[src/rtl/csr_access_unit.sv]
// CSR read-modify-write sequencer for the Zicsr instructions targeting fflags/frm/fcsr.
// Optional FPU exception-flag accumulation into fflags is enabled by defining CSR_FFLAGS_ACCUM_EN.
module csr_access_unit (
  input  logic        i_clk,
  input  logic        i_rst_n,
  input  logic        i_req_valid,
  output logic        o_req_ready,
  input  logic [2:0]  i_funct3,
  input  logic [11:0] i_csr_addr,
  input  logic [31:0] i_rs1_data,
  input  logic [4:0]  i_zimm,
  input  logic        i_rs1_zero,
  output logic        o_rsp_valid,
  input  logic        i_rsp_ready,
  output logic [31:0] o_rsp_rdata,
  output logic        o_rsp_illegal,
  output logic [11:0] o_csr_addr,
  output logic        o_csr_write,
  output logic [31:0] o_csr_wdata,
  input  logic [31:0] i_csr_rdata,
  input  logic        i_fpu_flags_valid,
  input  logic [4:0]  i_fpu_flags
);

  localparam int unsigned XLEN = 32;
  localparam int unsigned AW   = 12;
  localparam int unsigned FW   = 5;

  localparam logic [AW-1:0] ADDR_FFLAGS = AW'(12'h001);
  localparam logic [AW-1:0] ADDR_FRM    = AW'(12'h002);
  localparam logic [AW-1:0] ADDR_FCSR   = AW'(12'h003);

  typedef enum logic [1:0] {
    IDLE  = 2'd0,
    READ  = 2'd1,
    WRITE = 2'd2,
    RESP  = 2'd3
  } state_e;

  state_e state_q, state_d;

  logic [AW-1:0]   addr_q;
  logic [1:0]      op_q;
  logic [XLEN-1:0] src_q;
  logic [XLEN-1:0] old_q;
  logic            wr_req_q;
  logic            illegal_q;

  logic            accept_c;
  logic            req_illegal_c;
  logic            req_wr_c;
  logic [XLEN-1:0] req_src_c;
  logic [XLEN-1:0] new_c;
  logic            commit_c;
  logic [FW-1:0]   flag_set_c;

  assign accept_c = i_req_valid && o_req_ready;

  // Decode of the incoming request; funct3[1:0]==00 is the reserved encoding.
  assign req_illegal_c = (i_funct3[1:0] == 2'b00) ||
                         !((i_csr_addr == ADDR_FFLAGS) || (i_csr_addr == ADDR_FRM) ||
                           (i_csr_addr == ADDR_FCSR));
  assign req_wr_c      = !req_illegal_c && ((i_funct3[1:0] == 2'b01) || !i_rs1_zero);
  assign req_src_c     = i_funct3[2] ? XLEN'(i_zimm) : i_rs1_data;

  always_comb begin
    new_c = src_q;
    case (op_q)
      2'b10:   new_c = old_q | src_q;
      2'b11:   new_c = old_q & ~src_q;
      default: new_c = src_q;
    endcase
  end

`ifdef CSR_FFLAGS_ACCUM_EN
  logic [FW-1:0] pend_q;
  logic [FW-1:0] flags_in_c;

  assign flags_in_c = i_fpu_flags_valid ? i_fpu_flags : '0;
  assign flag_set_c = pend_q | flags_in_c;
  // Commits only in bus-free states; flags seen in READ/WRITE wait in pend_q.
  assign commit_c   = i_rst_n && ((state_q == IDLE) || (state_q == RESP)) && (flag_set_c != '0);
  assign o_req_ready = (state_q == IDLE) && (pend_q == '0) && !i_fpu_flags_valid;

  always_ff @(posedge i_clk or negedge i_rst_n) begin
    if (!i_rst_n) begin
      pend_q <= '0;
    end else if (commit_c) begin
      pend_q <= '0;
    end else begin
      pend_q <= flag_set_c;
    end
  end
`else
  logic unused_fpu;

  assign unused_fpu  = i_fpu_flags_valid ^ (^i_fpu_flags);
  assign flag_set_c  = '0;
  assign commit_c    = 1'b0;
  assign o_req_ready = (state_q == IDLE);
`endif

  always_ff @(posedge i_clk or negedge i_rst_n) begin
    if (!i_rst_n) begin
      state_q <= IDLE;
    end else begin
      state_q <= state_d;
    end
  end

  // Next state and CSR bus drive; the bus is parked at zero when unused.
  always_comb begin
    state_d     = state_q;
    o_csr_addr  = '0;
    o_csr_write = 1'b0;
    o_csr_wdata = '0;
    case (state_q)
      IDLE: begin
        if (accept_c) state_d = READ;
      end
      READ: begin
        o_csr_addr = addr_q;
        state_d    = wr_req_q ? WRITE : RESP;
      end
      WRITE: begin
        o_csr_addr  = addr_q;
        o_csr_write = 1'b1;
        o_csr_wdata = new_c;
        state_d     = RESP;
      end
      RESP: begin
        if (i_rsp_ready) state_d = IDLE;
      end
      default: state_d = IDLE;
    endcase
    if (commit_c) begin
      o_csr_addr  = ADDR_FFLAGS;
      o_csr_write = 1'b1;
      o_csr_wdata = {{(XLEN-FW){1'b0}}, i_csr_rdata[FW-1:0] | flag_set_c};
    end
  end

  // Request capture on accept, old value capture in READ.
  always_ff @(posedge i_clk or negedge i_rst_n) begin
    if (!i_rst_n) begin
      addr_q    <= '0;
      op_q      <= '0;
      src_q     <= '0;
      wr_req_q  <= 1'b0;
      illegal_q <= 1'b0;
      old_q     <= '0;
    end else begin
      if (accept_c) begin
        addr_q    <= i_csr_addr;
        op_q      <= i_funct3[1:0];
        src_q     <= req_src_c;
        wr_req_q  <= req_wr_c;
        illegal_q <= req_illegal_c;
      end
      if (state_q == READ) begin
        old_q <= illegal_q ? '0 : i_csr_rdata;
      end
    end
  end

  always_ff @(posedge i_clk or negedge i_rst_n) begin
    if (!i_rst_n) begin
      o_rsp_valid <= 1'b0;
    end else begin
      o_rsp_valid <= (state_d == RESP);
    end
  end

  assign o_rsp_rdata   = old_q;
  assign o_rsp_illegal = illegal_q;

endmodule

[config.mk]
export PLATFORM = sky130hd
export DESIGN_NAME = csr_access_unit
export DESIGN_NICKNAME = d
export VERILOG_FILES = /design/src/rtl/csr_access_unit.sv
export SDC_FILE = /design/constraint.sdc
export NUM_CORES = 1
export LEC_CHECK = 0
export CORE_UTILIZATION = 43
export CTS_CLUSTER_DIAMETER = 80
export CTS_CLUSTER_SIZE = 8
export DETAILED_ROUTE_END_ITERATION = 7
export GPL_TIMING_DRIVEN = 1
export PLACE_DENSITY = 0.78
export SYNTH_ARGS = -nofsm -noshare
export SYNTH_HDL_FRONTEND = slang
export SYNTH_SLANG_ARGS = --single-unit
[constraint.sdc]
create_clock -name i_clk -period 2.1 [get_ports i_clk]
set_clock_uncertainty 0.05 [all_clocks]
set_input_delay 0.21 -clock i_clk [delete_from_list [all_inputs] [get_ports i_clk]]
set_output_delay 0.21 -clock i_clk [all_outputs]
set_load 0.01 [all_outputs]
; Word-level counts from Yosys, hierarchy flattened
; Cells that the tools add are included.
[classes]
bitwise_logic = 3
muxes = 10
n_reduce_logical = 12
n_eq_ne = 10
[op_table]
columns = operator, count
row1 = 32-bit 2-to-1 mux, 3
row2 = 32-bit case mux with 2 select lines, 1
row3 = 32-bit bitwise AND, 1
row4 = 32-bit inverter, 1
row5 = 32-bit bitwise OR, 1
row6 = 12-bit by 2-bit == test with 1-bit output (second input constant), 2
row7 = 12-bit by 1-bit == test with 1-bit output (second input constant), 1
row8 = 12-bit 2-to-1 mux, 1
row9 = 2-bit == test (second input constant), 5
row10 = 2-bit case mux with 4 select lines, 1
row11 = 2-bit by 1-bit == test with 1-bit output (second input constant), 2
row12 = 2-bit zero test, 2
row13 = 1-bit logical OR, 4
row14 = 2-bit 2-to-1 mux, 2
row15 = 1-bit zero test, 3
row16 = 1-bit logical AND, 2
row17 = 1-bit 2-to-1 mux, 2
row18 = 2-bit OR reduction, 1
[word_totals]
output_inout_bits = 80
register_bits = 83
in_bits = 95

; Logic depth before layout (Yosys ltp)
[logic_depth]
word_depth = 7
depth_mapped = 7

; Worst setup path after synthesis
; OpenSTA, ideal clock, no wires.
[synth_path]
path_type = flip-flop to output port
from = reg state_q[0]
to = out o_csr_wdata[10]
t_arrival_ps = 1378
n_path_buf = 1
required_ps = 1840
setup_slack_ps = 462
stages_incl_launch_ff = 5
path_cell_list = dfrtp_1 > inv_1 > ha_1 > clkbuf_1 > a21boi_0
[synth_between]
elab_chain_cells = 2
[synth_rtl]
columns = item, line_no
row1 = from (decl), 40  ; state_e state_q, state_d;
row2 = from (signal assigned), 107  ; state_q <= state_d;
row3 = 2-bit == test, 117  ; case (state_q)
row4 = 32-bit 2-to-1 mux, 117
row5 = to (decl), 19  ; output logic [31:0] o_csr_wdata,
; No other way between the ends.

; Worst setup path in the final report
[layout_path]
from = reg state_q[0]
to = out o_csr_wdata[14]
; The elaborated chain is that of the path after synthesis.

==> impl_metrics.yaml <==
routing:
  vias: 3754
  routedWlPerCell_um: 14.6
  drtPass1Iterations: 4
  drcViolationCount: 0
  final_antenna_net_count: 0
  drt_iter0_markers: 115
  routed_wl_um: 11100
  viasPerCell: 4.90
yosys:
  synth_top_area_cell: "dfrtp_1"
  ys_ff_latch: 83
  synthFlopType: "dfrtp_1"
  synth_seq_area_share_pct: 49.6
  ys_types: 30
  synth_top_area_share_pct: 49.6
  syn_area_mm2: 0.00419
  ys_async_sr_fraction_pct: 100
  synth_warnings: 0
  netlist_top_cells_area: "dfrtp_1 (50%), nand2_1 (9.3%), o21ai_0 (6.9%), a21boi_0 (5.7%), nand3b_1 (5.7%)"
  syn-num-nets: 560
  synthCells: 460
  syn_avg_cell_area_um2: 9.10
  synth_edf_count: 0
placed_design:
  portBuffers: 168
  hpwl_um: 7930
  routabilityCongestion: 0.747
  place_ws_ns: 0.0190
  placed_cells: 742
  dpl-instance-area_mm2: 0.00604
critical_path:
  start_kind: "flop"
  timing.rr.start: "state_q[1]"
  path_class: "reg2out"
  worst_ep_arrival_time_ns: 1.75
  crit_fanout: 14
  worstPathRequired_ns: 1.84
  critPathCaptureType: "output pin"
  crit_start: "state_q[0]"
run:
  max_cap_viol_count: 0
global_route:
  grt_usage_pct: 23.0
  gr-total-overflow: 0
  grt_max_degree: 69
  grt_pass1_vias: 3754
  grt_pass1_wl_um: 18100
  antenna_found_initial: 0
sta:
  tns_ns: 0
  period_share_pct: 95.5
  relSlewSlack_pct: 62.0
  hold_viol_final: 0
  slew_violations: 0
  min_period_ns: 2.01
  tightest_slew_ns: 0.570
  max_freq_mhz: 498
  fin_ws_ns: 0.0936
  setup_viol: 0
floorplanning:
  initial_core_util_pct: 44.9
  die-height_um: 101
  core_area_mm2: 0.00933
  die_width_um: 101
  die_area_mm2: 0.0101
  io_pins: 175
  rows: 35
pwr:
  vdd_drop_max_uv: 845
  p_leak_nw: 2.78
  power_density_mw_per_mm2: 1060
clocking:
  worstSkewPairLatency_ns: 0.34
  cts_inserted_buffers: 9
  cts.htree.levels: 3
  tritoncts: "done"
  clkSinkCount: 83
  cts.path.max_buffers: 2
  cts-root-buf: "clkbuf_8"
  clk_pin_slew_ns: 0.09
layout:
  finish.utilization_pct: 67.7
  final_common_cell: "clkdlybuf4s50_1"
  layout_common_cells: "clkdlybuf4s50_1 (122), nand2_1 (104), dfrtp_1 (83)"
  drive_above_1_share_pct: 9.26
  stdcell_count: 766
  antennaDiodeCount: 0
  final_area_mm2: 0.00631
  layout.nets: 732
  areaGrowthSynthToFinish_pct: 50.9
hold_path:
  hp-class: "in2async"
status:
  outcome: "completed"
[cells in the mapped netlist, drive strengths merged, types with 2 or more instances]
master,instances
a21boi,32
and2,13
buf,15
clkbuf,15
dfrtp,83
ha,5
inv,35
mux2,14
mux2i,5
nand2,105
nand2b,29
nand3b,32
nor2,2
nor4,2
o21ai,63
[registers in the layout, summed over array words and instances (netlist names)]
name           cells
state_q            2
wr_req_q           1
o_rsp_illegal      1
o_rsp_rdata       32
o_rsp_valid        1
addr_q            12
op_q               2
src_q             32
[timing repair]
action	4_1_cts	5_1_grt
hold buffers	1	0
endpoints found under the hold margin	42	0
gates resized for setup	60	16
pin swaps	1	0
cloned	0	0
buffers inserted	7	0
endpoints found under the setup margin	45	13
[path summary, 6_finish.rpt]
check	end	slack, ns	cells after the start
min in group i_clk	o_rsp_rdata[24]	0.35	3
max	o_csr_wdata[14]	0.09	6
max in group asynchronous	src_q[23]	1.01	3
min reg2reg	src_q[0]	0.45	2
min	o_rsp_rdata[27]	0.35	2
max reg2reg	o_rsp_valid	0.41	5
[cell type report]
| class | instances | area [µm²] |
|---|---|---|
| Clock inverter | 4 | 75.1 |
| Fill cell | 782 | 3010 |
| Tap cell | 129 | 161 |
| Multi-Input combinational cell | 312 | 1850 |
| Timing Repair Buffer | 191 | 1880 |
| Inverter | 35 | 131 |
| Clock buffer | 12 | 135 |
| Sequential cell | 83 | 2080 |
[kinds of logic (layout without fill, tap and decap cells)]
| family | count (synthesis) | in the layout | share of synthesized area [%] |
|---|---|---|---|
| flops | 83 | 83 | 49.6 |
| mux | 19 | 19 | 4.96 |
| simple gates | 186 | 186 | 22.4 |
| buf+inv | 65 | 242 | 6.79 |
| compound gates | 102 | 102 | 14.7 |
| fa+ha+maj | 5 | 5 | 1.49 |
[stage by stage]
step | hold WS [ns] | total power [mW]
floorplan | -0.136 | 4.04
global placement | 0.190 | 5.37
detailed placement | 0.194 | 5.47
CTS | 0.335 | 6.77
global route | 0.353 | 7.18
finish | 0.350 | 6.69
[critical path, stage by stage (launching register included)]
cell and delay (ns):
dfrtp_1 0.40, inv_2 0.13, ha_4 0.17, buf_8 0.14, buf_4 0.13, a21boi_1 0.18
clkdlybuf4s15_1 0.26
[power breakdown]
part	switching, mW	internal [mW]
logic	1.50	1.56
clock network	0.557	0.672
registers	0.303	2.10
total	2.36	4.33
[routing by layer]
metal	vias up	wire [µm]	track usage [%]
met2	114	5600	41.0
met4	0	65	6.13
met3	6	641	5.20
met5	-	0	0
met1	1788	4840	28.1
li1	1846	-	-
No activity file was read; power rests on OpenSTA's default activity.
